`src/rtl/gpio_irq.sv`:
```
// gpio_irq: WIDTH-line GPIO with per-bit direction, atomic set/clear,
// synchronised inputs, rising/falling edge detection and a sticky
// interrupt status. Slave port is Wishbone classic with a registered
// acknowledge and a minimum spacing of two cycles per access.
module gpio_irq #(
  parameter int WIDTH       = 8,
  parameter int SYNC_STAGES = 2
) (
  input  logic             wb_clk,
  input  logic             wb_rst,
  input  logic [2:0]       wb_adr_i,
  input  logic [31:0]      wb_dat_i,
  input  logic             wb_we_i,
  input  logic             wb_cyc_i,
  input  logic             wb_stb_i,
  input  logic [2:0]       wb_cti_i,
  input  logic [1:0]       wb_bte_i,
  output logic [31:0]      wb_dat_o,
  output logic             wb_ack_o,
  output logic             wb_err_o,
  output logic             wb_rty_o,
  input  logic [WIDTH-1:0] gpio_i,
  output logic [WIDTH-1:0] gpio_o,
  output logic [WIDTH-1:0] gpio_dir_o,
  output logic             irq_o
);

  // Register map, indexed by the word address.
  typedef enum logic [2:0] {
    ADR_DATA     = 3'd0,
    ADR_DIR      = 3'd1,
    ADR_SET      = 3'd2,
    ADR_CLR      = 3'd3,
    ADR_RISE_EN  = 3'd4,
    ADR_FALL_EN  = 3'd5,
    ADR_IRQ_STAT = 3'd6,
    ADR_RSVD     = 3'd7
  } reg_adr_e;

  logic [WIDTH-1:0] sync_q [SYNC_STAGES];
  logic [WIDTH-1:0] sync_s;
  logic [WIDTH-1:0] sync_p;
  logic [WIDTH-1:0] data_rd;
  logic [WIDTH-1:0] rise;
  logic [WIDTH-1:0] fall;
  logic [WIDTH-1:0] rise_en;
  logic [WIDTH-1:0] fall_en;
  logic [WIDTH-1:0] irq_stat;
  logic [WIDTH-1:0] wr_d;
  logic [WIDTH-1:0] w1c;
  logic [31:0]      rd_data;
  logic             acc;
  logic             wr_acc;
  logic             unused_bus_bits;

  // Burst hints and data bits above WIDTH carry no meaning here.
  assign unused_bus_bits = ^{wb_cti_i, wb_bte_i, wb_dat_i};

  assign acc    = wb_cyc_i & wb_stb_i & ~wb_ack_o;
  assign wr_acc = acc & wb_we_i;
  assign wr_d   = wb_dat_i[WIDTH-1:0];

  assign wb_err_o = 1'b0;
  assign wb_rty_o = 1'b0;

  // Input synchroniser: gpio_i shifts through SYNC_STAGES flops to give s.
  // NOTE: sequential state uses non-blocking assignments so every flop
  // samples the pre-edge value of its neighbour, giving a true shift.
  // NOTE: the chain is a handful of flops, not a memory, so it takes the
  // reset like any other register and starts from a known all-zero state.
  always_ff @(posedge wb_clk) begin
    if (wb_rst) begin
      for (int i = 0; i < SYNC_STAGES; i++) begin
        sync_q[i] <= '0;
      end
    end else begin
      sync_q[0] <= gpio_i;
      for (int i = 1; i < SYNC_STAGES; i++) begin
        sync_q[i] <= sync_q[i-1];
      end
    end
  end

  assign sync_s = sync_q[SYNC_STAGES-1];

  // A DATA read returns the value s takes on the acknowledging edge, i.e.
  // the input to the last synchroniser stage; wb_dat_o acts as that stage.
  assign data_rd = sync_q[SYNC_STAGES-2];

  // Edge-history register: previous cycle's synchronised value.
  always_ff @(posedge wb_clk) begin
    if (wb_rst) begin
      sync_p <= '0;
    end else begin
      sync_p <= sync_s;
    end
  end

  assign rise = sync_s & ~sync_p;
  assign fall = ~sync_s & sync_p;

  // Output, direction and enable registers, written on the acknowledging edge.
  always_ff @(posedge wb_clk) begin
    if (wb_rst) begin
      gpio_o     <= '0;
      gpio_dir_o <= '0;
      rise_en    <= '0;
      fall_en    <= '0;
    end else if (wr_acc) begin
      case (wb_adr_i)
        ADR_DATA:    gpio_o     <= wr_d;
        ADR_DIR:     gpio_dir_o <= wr_d;
        ADR_SET:     gpio_o     <= gpio_o | wr_d;
        ADR_CLR:     gpio_o     <= gpio_o & ~wr_d;
        ADR_RISE_EN: rise_en    <= wr_d;
        ADR_FALL_EN: fall_en    <= wr_d;
        default:     ;
      endcase
    end
  end

  assign w1c = (wr_acc && (wb_adr_i == ADR_IRQ_STAT)) ? wr_d : '0;

  // Sticky status: clear-by-write first, then new edges OR in, so an edge
  // landing on the same cycle as its clear keeps the bit set.
  always_ff @(posedge wb_clk) begin
    if (wb_rst) begin
      irq_stat <= '0;
    end else begin
      irq_stat <= (irq_stat & ~w1c) | (rise & rise_en) | (fall & fall_en);
    end
  end

  assign irq_o = |irq_stat;

  // Read multiplexer over pre-edge register values; unused bits read 0.
  // NOTE: rd_data gets a full default before the case so no path through
  // the block leaves it unassigned, which would otherwise infer a latch.
  always_comb begin
    rd_data = '0;
    case (wb_adr_i)
      ADR_DATA:     rd_data[WIDTH-1:0] = data_rd;
      ADR_DIR:      rd_data[WIDTH-1:0] = gpio_dir_o;
      ADR_RISE_EN:  rd_data[WIDTH-1:0] = rise_en;
      ADR_FALL_EN:  rd_data[WIDTH-1:0] = fall_en;
      ADR_IRQ_STAT: rd_data[WIDTH-1:0] = irq_stat;
      ADR_SET, ADR_CLR, ADR_RSVD: rd_data = '0;
      default:      rd_data = '0;
    endcase
  end

  // Bus handshake: single-cycle ack one edge after the strobe; read data
  // is captured on that same edge and held otherwise.
  always_ff @(posedge wb_clk) begin
    if (wb_rst) begin
      wb_ack_o <= 1'b0;
      wb_dat_o <= '0;
    end else begin
      wb_ack_o <= acc;
      if (acc) begin
        wb_dat_o <= rd_data;
      end
    end
  end

endmodule

```
`config.mk`:
```
export PLATFORM = sky130hd
export DESIGN_NAME = gpio_irq
export DESIGN_NICKNAME = d
export VERILOG_FILES = /design/src/rtl/gpio_irq.sv
export SDC_FILE = /design/constraint.sdc
export NUM_CORES = 1
export LEC_CHECK = 0
export CAP_MARGIN = 20
export CELL_PAD_IN_SITES_DETAIL_PLACEMENT = 1
export CELL_PAD_IN_SITES_GLOBAL_PLACEMENT = 1
export CORE_MARGIN = 5
export CORE_UTILIZATION = 34
export DETAILED_ROUTE_END_ITERATION = 16
export GPL_TIMING_DRIVEN = 0
export PLACE_DENSITY = 0.83
export SLEW_MARGIN = 20
export SYNTH_ARGS = -nofsm -noshare
export SYNTH_HDL_FRONTEND = slang
export SYNTH_SLANG_ARGS = --single-unit
```
`constraint.sdc`:
```
create_clock -name wb_clk -period 1.7 [get_ports wb_clk]
set_clock_uncertainty 0.1 [all_clocks]
set_input_delay 0.17 -clock wb_clk [delete_from_list [all_inputs] [get_ports wb_clk]]
set_output_delay 0.17 -clock wb_clk [all_outputs]
set_load 0.01 [all_outputs]
```
## Yosys cells after proc, flatten, opt, wreduce, memory -nomap -nowiden

Memories as Yosys holds them, arrays and structs flattened.
Cells that the tools add are included.

- Word-level logic and storage cells: 52
- Register bits after elaboration: 57
- Bits in writable memories: 16
- Memories kept: 1

Memory list:

| name | words | width | rd ports | clocked after Yosys merged registers in | wr ports | RTL line | text |
|---|---|---|---|---|---|---|---|
| sync_q | 2 | 8 | 2 | 0 | 2 | 40 | `logic [WIDTH-1:0] sync_q [SYNC_STAGES];` |

- Equality and inequality tests: 7
- Reductions and logical operators: 9
- Bitwise operators: 19
- Multiplexer cells: 8

Operators by type and width:

| kind | number |
|---|---|
| $and A8 B8 Y8 | 6 |
| $pmux W8 S6 | 1 |
| $not A8 Y8 | 4 |
| $mux W8 | 3 |
| $or A8 B8 Y8 | 3 |
| $pmux W8 S3 | 1 |
| $eq A3 B3 Y1 const B | 4 |
| $reduce_and A2 Y1 | 4 |
| $reduce_or A8 Y1 | 1 |
| $eq A3 B2 Y1 const B | 2 |
| $and A1 B1 Y1 | 3 |
| $eq A3 B1 Y1 const B | 1 |
| $logic_not A3 Y1 | 1 |
| $mux W1 | 3 |
| $reduce_bool A3 Y1 | 1 |
| $reduce_or A3 Y1 | 1 |
| $or A1 B1 Y1 | 2 |
| $logic_and A1 B1 Y1 | 1 |
| $not A1 Y1 | 1 |

## Logic depth before layout (Yosys ltp)

- Depth after elaboration: 9
- Gate-level depth with buffers: 6
- Depth with buffers taken out: 4

## Worst setup path before layout

No wires, ideal clock.

- Path kind: register to register
- From: register wb_ack_o
- To: register gpio_dir_o[3]
- Arrival: 1261 ps
- Library setup time: 128 ps
- Path slack: 211 ps
- Cell stages (with the launch flop): 6
- Clock period less this slack: 1489 ps
- Path through: dfxtp_1 > nand4b_1 > nor4b_1 > buf_2 > mux2i_1 > nor2_1

- Cells in the longest elaborated chain, start to end: 4

RTL lines:

| item | RTL line | text |
|---|---|---|
| start: declaration | 19 | `output logic wb_ack_o,` |
| start signal: assignment | 156 | `wb_ack_o <= 1'b0;` |
| start signal: assignment | 159 | `wb_ack_o <= acc;` |
| $not A1 Y1 | 59 | `assign acc = wb_cyc_i & wb_stb_i & ~wb_ack_o;` |
| $and A1 B1 Y1 | 59 |  |
| $and A1 B1 Y1 | 60 | `assign wr_acc = acc & wb_we_i;` |
| $reduce_and A2 Y1 (no line) | n/a |  |
| end signal: assignment | 112 | `ADR_DIR: gpio_dir_o <= wr_d;` |
| end: declaration | 24 | `output logic [WIDTH-1:0] gpio_dir_o,` |

Every way passes these cells.
A chain may end at the register's enable or synchronous reset.

## Worst setup path after layout

- From: register wb_ack_o
- To: register gpio_dir_o[4]

Same word-level chain as after synthesis.

==> qor.csv <==
metric,value,unit
status,finished clean,
clk_pin_slew,0.09,ns
fin_crit,1.69,ns
reg2reg_from,wb_ack_o$_SDFF_PP0_,
seqPwrFrac,0.460,
fillers,1107,
dp_hpwl,7220,um
min_period_over_period,0.991,
max_cap_violations,0,
hold_viol,0,
synth_common_cells,"dfxtp_1 (73), nor2_1 (44), o21ai_0 (36)",
fin_util,0.464,
cts_buffers,9,
io_buffers,48,
fp.dieH,108,um
crit_cells,6,
synthXorXnorAreaFrac,0,
p_int,2910,uW
hold_buffers,0,
grt_remaining_overflow,0,
ys.flop_type,dfxtp_1,
cts_tree,built,
first_iter_violations,130,
cts-root-buf,clkbuf_8,
hp-class,in2reg,
muxShareOfSynthArea,0.0989,
setup_viol,0,
timing.fmax,593,MHz
insertion_delay,0.37,ns
synth_top_family_by_area,simple AND/OR/NAND/NOR gates,
postSynthCellCount,357,
finalWirelength,10100,um
synth_area_leaders,"dfxtp_1 (45%), mux2i_1 (9.9%), nor2b_1 (6.4%)",
async_flop_share,0,
cpPeakStageDelay,0.34,ns
rows,35,
clkSinkCount,73,
final_cells,577,
critPathTopFamily,simple AND/OR/NAND/NOR gates,
dieArea,11600,um^2
die_w,108,um
synth_cell_types,37,
switchingPower,941,uW
ios,105,
synth_compound_area_frac,0.124,
yosysTopAreaCell,dfxtp_1,
path_buf_inv,2,
ir_drop,0.336,mV
clockBufferDepth,2,
rsz0062_at_grt,true,
cp-start-kind,flip-flop,
power.leakage,0.00176,uW
diodes,0,
htreeDepth,3,
antenna_left,0,
fin_setup_tns,0,ns
synth_edf_count,0,
drt_pass1_iterations,4,
synth_area,3240,um^2
synth_simple_gate_area_share,0.223,
vias,2857,
drc_errors,0,
netlist.area_leader.share,0.451,
regToRegSetupSlack,0.01,ns
worstReg2RegEnd,gpio_dir_o[4]$_SDFFE_PP0P_,
p_clk_frac,0.437,
final_max_slew_viol_count,0,
path_class,reg2reg,
grt_max_degree,14,
crit_slowest_cell,dfxtp_2,
nets,496,
viasPerCell,4.95,
power.density,894,nW/um^2
total_power,3850,uW
syn_avg_cell_area,9.07,um^2
p_sw_frac,0.244,
relSlewSlack,0.588,
routabilityCongestion,0.869,
grt_pass1_wl,15400,um
track_usage,0.173,
critPathArrivalTime,1.82,ns
ys_ff_latch,73,
drive_above_1_share,0.161,
worstPathRequired,1.83,ns
ys_warn_count,0,
cp-endpoint,gpio_dir_o[4]$_SDFFE_PP0P_,
endpoint_kind,flip-flop,
synthAdderAreaFrac,0,
combPwrFrac,0.104,
yosysMostFrequentCell,dfxtp_1,
worstMarginPinSlew,0.618,ns
synth_seq_area_share,0.451,
worstPathCellList,nand4b_1 -> buf_6 -> nor4b_2 -> buf_4 -> mux2i_1 -> nor2_1,
antenna_found_initial,0,
routedWlPerCell,17.6,um
place_inst,559,
critPathLaunch,wb_ack_o$_SDFF_PP0_,
rr_worst_depth,6,
grt_pass1_vias,2968,
area_growth,33.1,%
start_util,0.349,
crit_fanout,8,
core,9280,um^2
==> stage by stage <==
step                      hold WS (ns)  setup slack (ns)  area (um^2)
after CTS                       0.0498           -0.0249         4250
after global routing            0.0786           -0.0959         4310
after detailed placement         0.355            -0.554         3970
final                           0.0747            0.0148         4310
after floorplan                  0.198             0.211         3330
after global placement           0.349            -0.467         3970
==> kinds of logic after synthesis <==
| group | after synthesis |
|---|---|
| AND/OR/NAND/NOR | 129 |
| flip-flops | 73 |
| AO/OA/AOI/OAI | 70 |
| buffers and inverters | 52 |
| multiplexers | 32 |
| other | 1 |
==> power groups by stage <==
stage	clock network [uW]	logic (uW)	registers [uW]
2_1_floorplan	0	218	1810
3_3_place_gp	0	367	1810
3_5_place_dp	0	374	1810
4_1_cts	1700	382	1770
5_1_grt	1770	427	1780
6_report	1680	399	1770
==> registers in the layout, indices dropped and copies added (netlist names) <==
name        flops
gpio_dir_o      8
gpio_o          8
rise_en         8
fall_en         8
wb_dat_o        8
wb_ack_o        1
sync_q         16
sync_p          8
irq_stat        8
==> area by class of cell <==
type	count	area (um^2)	share of cell area
plain buffers	47	320	0.0743
clock buffers	10	128	0.0296
repair buffers	50	497	0.115
well taps	129	161	0.0374
multi-input cells	257	1610	0.373
flip-flops and latches	73	1460	0.339
inverters	5	18.8	0.00435
clock inverters	6	116	0.0270
==> worst register-to-register path, stage by stage (launching register included) <==
cell and delay [ns]:
dfxtp_2 0.34, nand4b_1 0.19, buf_6 0.16, nor4b_2 0.24, buf_4 0.25, mux2i_1 0.21
nor2_1 0.07
==> cells in the final DEF (no fill, tap or decap), drive strengths merged, types with 5 or more instances in the layout <==
cell type	synthesis	final
a2111oi	5	5
nor2	45	45
nand3b	14	14
nand2	11	11
buf	39	39
mux2i	32	32
a31oi	7	7
conb	1	26
o21ai	37	37
nor2b	33	33
clkdlybuf4s50	0	46
nor3b	6	6
a21oi	17	17
clkbuf	8	21
dfxtp	73	73
inv	5	5
==> per-layer routing <==
layer,GRT usage,wire [um],up-vias,share of wire
li1,-,-,1360,-
met1,0.199,4150,1388,0.41
met2,0.312,5200,80,0.51
met3,0.0258,387,29,0.038
met4,0.0839,404,0,0.040
met5,0,0,-,0
==> what timing repair did <==
action                                  in CTS  in global routing
gates cloned                                 0                  0
buffers inserted                             0                  2
endpoints found under the setup margin      23                 30
gates resized for setup                     10                 16
pin swaps                                    1                  2
==> worst min path at each step <==
| stage | from | to | slack, ns | cells past startpoint |
|---|---|---|---|---|
| 2_1_floorplan | gpio_i[0] | sync_q[0][0]$_SDFF_PP0_ | 0.20 | 1 |
| 4_1_cts | wb_rst | wb_dat_o[3]$_SDFFE_PP0N_ | 0.05 | 2 |
| 3_5_place_dp | sync_q[0][0]$_SDFF_PP0_ | sync_q[0][8]$_SDFF_PP0_ | 0.36 | 1 |
| 5_1_grt | wb_rst | wb_dat_o[3]$_SDFFE_PP0N_ | 0.08 | 2 |
| 6_report | wb_rst | wb_dat_o[3]$_SDFFE_PP0N_ | 0.07 | 2 |
| 3_3_place_gp | sync_q[0][0]$_SDFF_PP0_ | sync_q[0][8]$_SDFF_PP0_ | 0.35 | 1 |
No activity file was read; power rests on OpenSTA's default activity.
